$ cat config.mk
export PLATFORM = sky130hd
export DESIGN_NAME = coin_collector
export DESIGN_NICKNAME = d
export VERILOG_FILES = /design/src/rtl/coin_collector.sv
export SDC_FILE = /design/constraint.sdc
export NUM_CORES = 1
export LEC_CHECK = 0
export CORE_MARGIN = 3
export CORE_UTILIZATION = 54
export CTS_CLUSTER_DIAMETER = 100
export DETAILED_ROUTE_END_ITERATION = 10
export PLACE_DENSITY_LB_ADDON = 0.1
export SLEW_MARGIN = 25
export SYNTH_ARGS = -nofsm -noshare
export SYNTH_HDL_FRONTEND = slang
export SYNTH_SLANG_ARGS = --single-unit
$ cat constraint.sdc
create_clock -name clk -period 5.8 [get_ports clk]
set_input_delay 1.16 -clock clk [delete_from_list [all_inputs] [get_ports clk]]
set_output_delay 1.16 -clock clk [all_outputs]
set_load 0.02 [all_outputs]
$ cat src/rtl/coin_collector.sv
// coin_collector: coin/credit front end for the vend core. Collects coins,
// latches a product selection, holds money/prod for the vend core, then pays
// out change (rem) or a full refund on vend failure or cancel.
// Ports: clk, rst (sync, active-high); coin_valid/coin_type, sel_valid/
// sel_prod, cancel from the customer; sold/rem from the vend core; money/prod
// to the vend core; credit, coin_reject, refund_valid/refund_amt, busy.
// Optional macro IDLE_TIMEOUT_EN: auto-refund after IDLE_TIMEOUT idle cycles
// in COLLECT.
module coin_collector #(
    parameter int MAX_CREDIT   = 100,
    parameter int VEND_WAIT    = 16,
    parameter int IDLE_TIMEOUT = 255
) (
    input  logic       clk,
    input  logic       rst,
    input  logic       coin_valid,
    input  logic [1:0] coin_type,
    input  logic       sel_valid,
    input  logic [2:0] sel_prod,
    input  logic       cancel,
    input  logic       sold,
    input  logic [6:0] rem,
    output logic [6:0] money,
    output logic [2:0] prod,
    output logic [6:0] credit,
    output logic       coin_reject,
    output logic       refund_valid,
    output logic [6:0] refund_amt,
    output logic       busy
);

    localparam int WW = (VEND_WAIT > 1) ? $clog2(VEND_WAIT) : 1;

    typedef enum logic [1:0] {
        S_IDLE,
        S_COLLECT,
        S_VEND,
        S_REFUND
    } state_t;

    state_t        state_q, state_d;
    logic [6:0]    credit_q, credit_d;
    logic [2:0]    prod_q, prod_d;
    logic [6:0]    amt_q, amt_d;
    logic [WW-1:0] wait_q, wait_d;
    logic          rej_q, rej_d;

    logic [6:0] coin_val;
    logic [7:0] sum;
    logic       coin_ok;
    logic [6:0] credit_add;

`ifdef IDLE_TIMEOUT_EN
    localparam int IW = (IDLE_TIMEOUT > 1) ? $clog2(IDLE_TIMEOUT + 1) : 1;
    logic [IW-1:0] idle_q, idle_d;
`endif

    always_comb begin
        unique case (coin_type)
            2'b00:   coin_val = 7'd5;
            2'b01:   coin_val = 7'd10;
            2'b10:   coin_val = 7'd20;
            default: coin_val = 7'd50;
        endcase
    end

    // Sum is one bit wider so an overflowing coin is refused, never wrapped.
    assign sum        = {1'b0, credit_q} + {1'b0, coin_val};
    assign coin_ok    = coin_valid && (sum <= 8'(MAX_CREDIT));
    assign credit_add = coin_ok ? sum[6:0] : credit_q;

    always_comb begin
        state_d  = state_q;
        credit_d = credit_q;
        prod_d   = prod_q;
        amt_d    = amt_q;
        wait_d   = wait_q;
        rej_d    = 1'b0;
`ifdef IDLE_TIMEOUT_EN
        idle_d   = idle_q;
`endif
        unique case (state_q)
            S_IDLE: begin
                if (coin_valid) begin
                    if (coin_ok) begin
                        credit_d = credit_add;
                        state_d  = S_COLLECT;
`ifdef IDLE_TIMEOUT_EN
                        idle_d   = '0;
`endif
                    end else begin
                        rej_d = 1'b1;
                    end
                end
            end
            S_COLLECT: begin
                // Same-cycle coin is folded in before cancel/select act.
                rej_d    = coin_valid && !coin_ok;
                credit_d = credit_add;
                if (cancel) begin
                    amt_d   = credit_add;
                    state_d = S_REFUND;
                end else if (sel_valid && sel_prod != 3'd0) begin
                    prod_d  = sel_prod;
                    wait_d  = '0;
                    state_d = S_VEND;
                end
`ifdef IDLE_TIMEOUT_EN
                else if (coin_valid || sel_valid) begin
                    idle_d = '0;
                end else if (idle_q == IW'(IDLE_TIMEOUT - 1)) begin
                    amt_d   = credit_add;
                    state_d = S_REFUND;
                end else begin
                    idle_d = idle_q + 1'b1;
                end
`endif
            end
            S_VEND: begin
                rej_d = coin_valid;
                if (sold) begin
                    amt_d   = rem;
                    state_d = S_REFUND;
                end else if (wait_q == WW'(VEND_WAIT - 1)) begin
                    amt_d   = credit_q;
                    state_d = S_REFUND;
                end else begin
                    wait_d = wait_q + 1'b1;
                end
            end
            default: begin
                rej_d    = coin_valid;
                credit_d = '0;
                prod_d   = '0;
                state_d  = S_IDLE;
            end
        endcase
    end

    always_ff @(posedge clk) begin
        if (rst) begin
            state_q  <= S_IDLE;
            credit_q <= '0;
            prod_q   <= '0;
            amt_q    <= '0;
            wait_q   <= '0;
            rej_q    <= 1'b0;
`ifdef IDLE_TIMEOUT_EN
            idle_q   <= '0;
`endif
        end else begin
            state_q  <= state_d;
            credit_q <= credit_d;
            prod_q   <= prod_d;
            amt_q    <= amt_d;
            wait_q   <= wait_d;
            rej_q    <= rej_d;
`ifdef IDLE_TIMEOUT_EN
            idle_q   <= idle_d;
`endif
        end
    end

    assign money        = (state_q == S_VEND) ? credit_q : '0;
    assign prod         = (state_q == S_VEND) ? prod_q : '0;
    assign credit       = credit_q;
    assign coin_reject  = rej_q;
    assign refund_valid = (state_q == S_REFUND) && (amt_q != 7'd0);
    assign refund_amt   = (state_q == S_REFUND) ? amt_q : '0;
    assign busy         = (state_q == S_VEND) || (state_q == S_REFUND);

endmodule

=== Yosys cells after proc, flatten, opt, wreduce, memory -nomap -nowiden ===
Index checks and enable logic that the tools add are counted.

* Input port bits: 18
* Word-level logic and storage cells: 73
* Output and inout port bits: 27
* Register bits: 24

* Reduce and logical (&&, ||, !) cells: 17
* Mux-type cells: 30
* Bitwise operators: 2
* $add $sub $neg: 2
* Equal/unequal tests: 15
* Order comparisons: 1

{| class="wikitable"
|+ Operator list
! kind !! number
|-
| $mux 7 || 8
|-
| $pmux 7 s3 || 1
|-
| $pmux 6 s3 || 1
|-
| $mux 4 || 4
|-
| $ne 2x2->1 const B || 7
|-
| $pmux 7 s2 || 1
|-
| $mux 2 || 6
|-
| $mux 3 || 3
|-
| $reduce_and 3->1 || 3
|-
| $add 7x7->8 || 1
|-
| $le 8x7->1 const B || 1
|-
| $pmux 4 s2 || 1
|-
| $reduce_bool 7->1 || 1
|-
| $eq 2x2->1 const B || 3
|-
| $ne 3x3->1 const B || 2
|-
| $pmux 2 s3 || 1
|-
| $pmux 3 s2 || 1
|-
| $reduce_and 5->1 || 1
|-
| $add 4x1->4 const B || 1
|-
| $eq 2x1->1 const B || 2
|-
| $eq 4x4->1 const B || 1
|-
| $logic_and 1x1->1 || 4
|-
| $logic_not 2->1 || 2
|-
| $reduce_and 4->1 || 1
|-
| 8 further kinds || 10
|}

=== Logic depth before layout (Yosys ltp) ===
Gate-level depths: netlist (run 1).

* Depth after elaboration: 9
* Depth in mapped cells: 11
* Gate-level depth less buffers: 10

=== Worst setup path before layout (run 1) ===
No wires, ideal clock.

* Path kind: input to register
* From: input coin_type[0]
* To: register credit_q[3], in the netlist credit[3]
* Buffers on the path: 1
* Slack: 2314 ps
* Setup time: 116 ps
* Data required time: 5684 ps
* Stages: 11
* Arrival: 3370 ps
* Path through: nor2_1 -> ha_1 -> fa_1 -> a211oi_1 -> o221ai_1 -> a21boi_0 -> mux2i_1 -> a21oi_2 -> buf_4 -> and3_1 -> a31o_2

* Cells in the longest elaborated chain, start to end: 9
* Elaborated cells between the ends (all ways): 13
* Those cells by class: add/sub (1); order compare (1); eq/ne (3); mux (5); reduce/logical (3)

{| class="wikitable"
|+ Ends and longest elaborated chain
! item !! RTL line !! RTL
|-
| from (decl) || 17 || <nowiki>input logic [1:0] coin_type,</nowiki>
|-
| $eq 2x2->1 (tied with other cells) || 59 || <nowiki>unique case (coin_type)</nowiki>
|-
| $pmux 6 s3 * || 59 ||
|-
| $add 7x7->8 * || 68 || <nowiki>assign sum = {1'b0, credit_q} + {1'b0, coin_val};</nowiki>
|-
| $le 8x7->1 || 69 || <nowiki>assign coin_ok = coin_valid && (sum <= 8'(MAX_CREDIT));</nowiki>
|-
| $logic_and 1x1->1 || 69 ||
|-
| $mux 7 || 70 || <nowiki>assign credit_add = coin_ok ? sum[6:0] : credit_q;</nowiki>
|-
| $mux 7 || 85 || <nowiki>if (coin_ok) begin</nowiki>
|-
| $mux 7 || 84 || <nowiki>if (coin_valid) begin</nowiki>
|-
| $pmux 7 s3 || 82 || <nowiki>unique case (state_q)</nowiki>
|-
| to (signal assigned) || 153 || <nowiki>credit_q <= credit_d;</nowiki>
|-
| to (decl) || 42 || <nowiki>logic [6:0] credit_q, credit_d;</nowiki>
|}

Mark *: on every way between the ends. The rest lies on a longest branch, timed or not. The select of a mux whose other input is x is not followed.
A chain may end at the register's enable or synchronous reset.

=== Worst setup path in the final report (run 1) ===
* From: input coin_type[0]
* To: register credit_q[1], in the netlist credit[1]

The elaborated chain is that of the path after synthesis.

==> run summary, run 1 <==
Vias in the first global route: 1701
Cts repair resizes: 0
Layout-stage area growth over the synthesis result: 26.5%
Top library cells by usage in the layout, fill and taps aside: sky130_fd_sc_hd__clkdlybuf4s50_1 (44), sky130_fd_sc_hd__dfxtp_1 (24), sky130_fd_sc_hd__nor2_1 (18), sky130_fd_sc_hd__and2_1 (18), sky130_fd_sc_hd__a21oi_1 (18)
Die boundary height: 64.8 um
Stage delay of the slowest cell on the critical path: 0.63 ns
PortBufs: 44
Final Net Count: 301
Clock network fraction of design power: 15.4%
Maximum achievable frequency: 232 MHz
Cell family contributing the most delay on the critical path: compound AO/OA/AOI/OAI gates
Proportion of power drawn by flip-flops and latches: 29.3%
Post-synthesis mux area share: 6.98%
Actual slew at the worst max-slew pin: 0.793 ns
Placed Area: 2310 sq um
Post-Syn Area per Cell: 7.93 sq um
Placement Rows: 20
Via-to-Cell Ratio: 6.05
Insertion delay of the later-clocked pin in the worst-skew pair: 0.33 ns
Required time at the worst-slack endpoint: 6.04 ns
Buf/Inv on CP: 1
Length of the first detailed-routing pass in iterations: 4
Simple-gate area share of the yosys netlist: 23.0%
Final Setup Violations: 0
Share of the cycle needed by the critical path after routing: 74.4%
Peak supply drop: 0.262 mV
Share of synthesized cell area in full adder, half adder and majority cells: 9.06%
Switching power share of the total: 44.2%
Share of synthesized area occupied by flip-flops and latches: 25.8%
Unique masters post-synth: 49
Finished layout cell area: 2360 sq um
Power density over the cells: 337 nW/um^2
Final standard cell utilization of the core: 74.2%
Starting density of the core: 58.7%
Ys Warns: 0
Global router's overall resource usage: 23.3%
Leak Pwr: 0.937 nW
TritonCTS buffer count: 3
Clock slew at the register clock pins of the worst setup and hold paths: 0.14 ns
Number of standard cells after synthesis: 235
Int Power: 0.000443 W
Area fraction in compound gates after synthesis: 28.2%
Vias post-DR: 1899
Number of synthesized register bits: 24
Max Transition Viols Final: 0
Kind of start point of the critical path: primary input
Crit path arrival time: 4.55 ns
Setup crit end kind: flip-flop
Die boundary width: 64.8 um
Commonest non-fill, non-tap cell in the layout: sky130_fd_sc_hd__clkdlybuf4s50_1
Unrepaired setup endpoints after global routing: false
Antenna Cells: 0
Share of layout cells above drive strength 1: 4.44%
Time the worst path needs with I/O delays and setup: 4.31 ns
First-iteration detailed-routing DRC count: 194
Leftover overflow at the end of global routing: 0
Main flop type after synthesis: sky130_fd_sc_hd__dfxtp_1
Top fanout value on the critical path: 11
Pin count of the biggest net entering global routing: 25
EDFF count, synth: 0
Sum of routed wire length over all layers: 4820 um
Net switching power of the design: 0.000351 W
Post-DP HPWL: 3620 um
Count of buffers added by post-CTS timing repair for setup: 0
Cell with the largest stage delay on the worst path: sky130_fd_sc_hd__clkdlybuf4s50_1
Antenna violation net count after detailed routing: 0
Antenna violations before repair: 0
Relative slew slack: 47.0%
Post-CTS Hold Fix Bufs: 0
Share of power burned in combinational logic: 55.3%
Full die area: 4190 sq um
Maximum buffer depth of the clock tree: 2
Detailed-route wire length per cell: 15.3 um
Result of the run: completed
Final setup skew: 0.0125 ns
First-pass GRT wire length: 7810 um
Worst hold path class: flip-flop to flip-flop
Total count of hold-check failures in the final report: 0
Fraction of synthesized cell area in xor and xnor cells: 1.88%
Final weighted congestion in routability-driven placement: 0.884
Async set-reset flop share out of synthesis: 0%
Number of violations of the max-capacitance limit: 0
Setup TNS: 0 ns
Number of sinks driven by the clock tree: 24
Net count of the mapped netlist: 265
List of cells traversed by the critical path: clkdlybuf4s50_1 > nor2_1 > ha_1 > fa_1 > a211oi_1 > o221ai_1 > a21boi_0 > mux2i_1 > a21oi_2 > o21ai_1 > a32o_1
Total power: 0.000794 W
Path type of the worst setup path: primary input to flip-flop
Post-synthesis instance area: 1860 sq um
Core ar.: 3180 sq um
Root Buffer: sky130_fd_sc_hd__clkbuf_4
TritonCTS clock tree: built
H-tree lvl count: 1
Main combinational cell family by area after synthesis: compound AO/OA/AOI/OAI gates
Boundary pin count: 45
DRC: 0
## power by group through the flow
stage	clock (W)	sequential, W	combinational [W]
floorplan	0	0.000237	0.000307
global placement	0	0.000236	0.000428
detailed placement	0	0.000236	0.000434
CTS	0.000125	0.000232	0.000436
global route	0.000132	0.000238	0.000486
finish	0.000122	0.000232	0.000439
## sequential cells by signal (all words and copies together), names as in the netlist
name         flops
state_q          2
coin_reject      1
amt_q            7
wait_q           4
credit           7
prod_q           3
## logic make-up after synthesis
| group | after synthesis |
|---|---|
| AND/OR/NAND/NOR | 83 |
| AO/OA/AOI/OAI | 74 |
| buffers and inverters | 24 |
| flip-flops | 24 |
| multiplexers | 13 |
| adder cells (fa/ha/maj) | 13 |
| XOR/XNOR | 4 |
## metrics by stage
stage	hold slack [ns]	instances	setup WS [ns]
global route	0.485	314	1.31
global placement	0.439	310	1.22
finish	0.463	314	1.49
CTS	0.467	314	1.51
floorplan	0.427	235	2.31
detailed placement	0.446	310	1.16
## synth_stat cells (2+ instances only)
| master | instances | share of area [%] |
|---|---|---|
| sky130_fd_sc_hd__a311oi_1 | 2 | 0.94 |
| sky130_fd_sc_hd__a32o_1 | 4 | 2.1 |
| sky130_fd_sc_hd__a21oi_1 | 18 | 4.8 |
| sky130_fd_sc_hd__a31oi_1 | 2 | 0.67 |
| sky130_fd_sc_hd__and2_1 | 18 | 6.0 |
| sky130_fd_sc_hd__o22ai_1 | 5 | 1.7 |
| sky130_fd_sc_hd__nor2b_1 | 2 | 0.67 |
| sky130_fd_sc_hd__o21ai_0 | 7 | 1.9 |
| sky130_fd_sc_hd__mux2i_1 | 13 | 7.0 |
| sky130_fd_sc_hd__nor4b_1 | 2 | 0.94 |
| sky130_fd_sc_hd__o211ai_1 | 3 | 1.2 |
| sky130_fd_sc_hd__a21boi_0 | 2 | 0.81 |
| sky130_fd_sc_hd__o221ai_1 | 3 | 1.4 |
| sky130_fd_sc_hd__clkbuf_1 | 11 | 2.2 |
| sky130_fd_sc_hd__a31o_2 | 2 | 0.94 |
| sky130_fd_sc_hd__inv_1 | 11 | 2.2 |
| sky130_fd_sc_hd__and3_1 | 5 | 1.7 |
| sky130_fd_sc_hd__ha_1 | 11 | 7.4 |
| sky130_fd_sc_hd__nor3_1 | 8 | 2.1 |
| sky130_fd_sc_hd__a211o_1 | 3 | 1.4 |
| sky130_fd_sc_hd__nand2_1 | 15 | 3.0 |
| sky130_fd_sc_hd__nand3_1 | 6 | 1.6 |
| sky130_fd_sc_hd__dfxtp_1 | 24 | 26 |
| sky130_fd_sc_hd__nor2_1 | 18 | 3.6 |
| sky130_fd_sc_hd__a211oi_1 | 6 | 2.4 |
| sky130_fd_sc_hd__nand4_1 | 2 | 0.67 |
| sky130_fd_sc_hd__o31ai_1 | 2 | 0.81 |
| sky130_fd_sc_hd__or4_1 | 2 | 0.81 |
| sky130_fd_sc_hd__a21o_1 | 6 | 2.4 |
| sky130_fd_sc_hd__xnor2_1 | 3 | 1.4 |
## final cells by class
cell class	instances	area, sq um
timing repair buffer	44	440
multi-input combinational	187	1290
fill	253	820
clock inverter	1	30.0
tap	44	55.1
clock buffer	3	22.5
sequential	24	480
inverter	11	41.3
## worst min-delay path, cell delays in order (launching register included)
cell and delay, ns:
sky130_fd_sc_hd__dfxtp_1 0.33, sky130_fd_sc_hd__nand2_1 0.05, sky130_fd_sc_hd__a21oi_1 0.05
## worst paths after layout
kind | from | to | slack, ns | cells after the start
hold / removal | prod_q[1]$_SDFFE_PP0P_ | prod_q[1]$_SDFFE_PP0P_ | 0.46 | 2
setup reg to reg | state_q[0]$_SDFFE_PP0P_ | wait_q[2]$_SDFFE_PP0P_ | 2.54 | 7
hold reg to reg | prod_q[1]$_SDFFE_PP0P_ | prod_q[1]$_SDFFE_PP0P_ | 0.46 | 2
setup / recovery | coin_type[0] | credit[1]$_SDFFE_PP0P_ | 1.49 | 11
## metal layers
layer	vias to the layer above	global-route usage (%)	part of all wire [%]	routed length, um
li1	938	-	-	-
met1	886	31.6	47	2270
met2	69	38.6	47	2240
met3	6	4.33	5.8	279
met4	0	3.96	0.60	29
met5	-	0	0	0
Note: power is estimated with default switching activity, not from simulation.
==> run 2, diff against run 1 <==
--- a/config.mk
+++ b/config.mk
@@ -6,7 +6,7 @@
 export NUM_CORES = 1
 export LEC_CHECK = 0
 export CORE_MARGIN = 3
-export CORE_UTILIZATION = 54
+export CORE_UTILIZATION = 45
 export CTS_CLUSTER_DIAMETER = 100
 export DETAILED_ROUTE_END_ITERATION = 10
 export PLACE_DENSITY_LB_ADDON = 0.1
==> constraint.sdc (replaced) <==
create_clock -name clk -period 3.9 [get_ports clk]
set_input_delay 0.78 -clock clk [delete_from_list [all_inputs] [get_ports clk]]
set_output_delay 0.78 -clock clk [all_outputs]
set_load 0.02 [all_outputs]
==> run 2 against run 1 <==
  * Setup slack lost 1.2 ns
  * Non-clock buffer count up 13
  * Cell count up 5.4%
  * Utilization fell by 9.8 points
  * Critical path depth up 1
  * Cell area grew 4.5%
  * Clock skew down 0.011 ns
  * Largest power group unchanged
==> run summary, run 2 (synthesized netlist as in run 1, its figures left out) <==
Die boundary height: 70.4 um (was 64.8 um)
Final Setup Violations: 0 (unchanged)
Required time at the worst-slack endpoint: 4.05 ns (was 6.04 ns)
Die boundary width: 70.4 um (was 64.8 um)
Stage delay of the slowest cell on the critical path: 0.53 ns (was 0.63 ns)
Kind of start point of the critical path: primary input (unchanged)
Hold WS: 0.455 ns (was 0.463 ns)
Leak Pwr: 1.00 nW (was 0.937 nW)
Max Transition Viols Final: 0 (unchanged)
TritonCTS buffer count: 3 (unchanged)
Setup crit end kind: flip-flop (unchanged)
Finished layout cell area: 2460 sq um (was 2360 sq um)
Length of the first detailed-routing pass in iterations: 4 (unchanged)
Crit path arrival time: 3.80 ns (was 4.55 ns)
Maximum buffer depth of the clock tree: 2 (unchanged)
Setup WS pre-CTS: 0.00642 ns (was 1.16 ns)
Number of sinks driven by the clock tree: 24 (unchanged)
Boundary pin count: 45 (unchanged)
Total count of hold-check failures in the final report: 0 (unchanged)
Share of layout cells above drive strength 1: 8.83% (was 4.44%)
H-tree lvl count: 1 (unchanged)
Vias post-DR: 1912 (was 1899)
Layout-stage area growth over the synthesis result: 32.1% (was 26.5%)
Peak supply drop: 0.298 mV (was 0.262 mV)
Antenna violations before repair: 0 (unchanged)
Post-placement cell count: 327 (was 310)
Final weighted congestion in routability-driven placement: 0.926 (was 0.884)
Path type of the worst setup path: primary input to flip-flop (unchanged)
Maximum achievable frequency: 274 MHz
Antenna violation net count after detailed routing: 0 (unchanged)
First-pass GRT wire length: 8260 um (was 7810 um)
Share of the cycle needed by the critical path after routing: 93.5%
Worst setup slack after layout: 0.253 ns (was 1.49 ns)
Leftover overflow at the end of global routing: 0 (unchanged)
Cell repeated most along the worst path: sky130_fd_sc_hd__a21o_1
PortBufs: 44 (unchanged)
Commonest non-fill, non-tap cell in the layout: sky130_fd_sc_hd__clkdlybuf4s50_1 (unchanged)
Unrepaired setup endpoints after global routing: false (unchanged)
Final setup skew: 0.00159 ns (was 0.0125 ns)
First-iteration detailed-routing DRC count: 101 (was 194)
Worst hold path class: flip-flop to flip-flop (unchanged)
Placement Rows: 22 (was 20)
Core ar.: 3830 sq um (was 3180 sq um)
Layout Cells excl Fill: 331 (was 314)
DRC: 0 (unchanged)
Relative slew slack: 59.0% (was 47.0%)
Top fanout value on the critical path: 6 (was 11)
Insertion delay of the later-clocked pin in the worst-skew pair: 0.27 ns (was 0.33 ns)
Vias in the first global route: 1798 (was 1701)
Post-CTS Hold Fix Bufs: 0 (unchanged)
Result of the run: completed (unchanged)
Post-DP HPWL: 3780 um (was 3620 um)
Time the worst path needs with I/O delays and setup: 3.65 ns
Top library cells by usage in the layout, fill and taps aside: sky130_fd_sc_hd__clkdlybuf4s50_1 (44), sky130_fd_sc_hd__dfxtp_1 (24), sky130_fd_sc_hd__nor2_1 (18), sky130_fd_sc_hd__and2_1 (18), sky130_fd_sc_hd__a21oi_1 (18) (unchanged)
Actual slew at the worst max-slew pin: 0.611 ns (was 0.793 ns)
Detailed-route wire length per cell: 15.1 um (was 15.3 um)
Pin count of the biggest net entering global routing: 24 (was 25)
Count of buffers added by post-CTS timing repair for setup: 0 (unchanged)
Full die area: 4950 sq um (was 4190 sq um)
Root Buffer: sky130_fd_sc_hd__clkbuf_8 (was sky130_fd_sc_hd__clkbuf_4)
Antenna Cells: 0 (unchanged)
Sum of routed wire length over all layers: 4990 um (was 4820 um)
Cts repair resizes: 0 (unchanged)
Clock slew at the register clock pins of the worst setup and hold paths: 0.08 ns (was 0.14 ns)
Final standard cell utilization of the core: 64.4% (was 74.2%)
List of cells traversed by the critical path: clkdlybuf4s50_1 > inv_1 > nor2_1 > ha_1 > a21o_1 > a221o_1 > maj3_2 > a21o_1 > a21oi_2 > buf_4 > mux2i_1 > o22ai_1 (was clkdlybuf4s50_1 > nor2_1 > ha_1 > fa_1 > a211oi_1 > o221ai_1 > a21boi_0 > mux2i_1 > a21oi_2 > o21ai_1 > a32o_1)
Starting density of the core: 48.7% (was 58.7%)
Number of violations of the max-capacitance limit: 0 (unchanged)
Power density over the cells: 486 nW/um^2 (was 337 nW/um^2)
Placed Area: 2410 sq um (was 2310 sq um)
Cell with the largest stage delay on the worst path: sky130_fd_sc_hd__clkdlybuf4s50_1 (unchanged)
Final Net Count: 314 (was 301)
Global router's overall resource usage: 20.1% (was 23.3%)
TritonCTS clock tree: built (unchanged)
Via-to-Cell Ratio: 5.78 (was 6.05)
==> run 2: worst paths after layout <==
check                                       startpoint                     end  slack [ns]  depth (start not counted)
worst max register to register  credit[0]$_SDFFE_PP0P_   amt_q[4]$_SDFFE_PP0P_        0.92                         10
worst max-delay path                      coin_type[0]   amt_q[4]$_SDFFE_PP0P_        0.25                         12
worst min-delay path            prod_q[2]$_SDFFE_PP0P_  prod_q[2]$_SDFFE_PP0P_        0.45                          2
worst min register to register  prod_q[2]$_SDFFE_PP0P_  prod_q[2]$_SDFFE_PP0P_        0.45                          2
==> run 2: through the flow <==
step	TNS, ns	power, W
2_1_floorplan	0	0.000810
3_3_place_gp	-0.00261	0.00102
3_5_place_dp	0	0.00102
4_1_cts	0	0.00120
5_1_grt	0	0.00128
6_report	0	0.00120
==> run 2: per-layer routing <==
metal	part of all wire [%]	GRT usage, %	wire length (um)
met2	46	32.4	2300
met4	0.64	5.11	32
met1	50	27.6	2480
met5	0	0	0
met3	3.6	3.31	180
==> run 2: layout make-up <==
| cell class | instances | area [sq um] |
|---|---|---|
| inverter | 11 | 41.3 |
| clock buffer | 4 | 55.1 |
| multi-input combinational | 187 | 1290 |
| fill | 353 | 1360 |
| sequential | 24 | 480 |
| timing repair buffer | 57 | 538 |
| tap | 48 | 60.1 |
==> run 2: critical path, delay by kind of cell <==
kind	cells	cell delay, ns
adder cells (fa/ha/maj)	2	0.64
AND/OR/NAND/NOR	1	0.12
multiplexers	1	0.25
buffers and inverters	3	0.80
AO/OA/AOI/OAI	5	1.22
==> run 2: where the power goes <==
group | leakage, nW | internal, W | switching, W | total [W]
Combinational | 0.778 | 0.000287 | 0.000393 | 0.000680
Sequential | 0.195 | 0.000288 | 0.0000575 | 0.000346
Clock | 0.0288 | 0.0000901 | 0.0000802 | 0.000170
Total | 1.00 | 0.000666 | 0.000531 | 0.00120
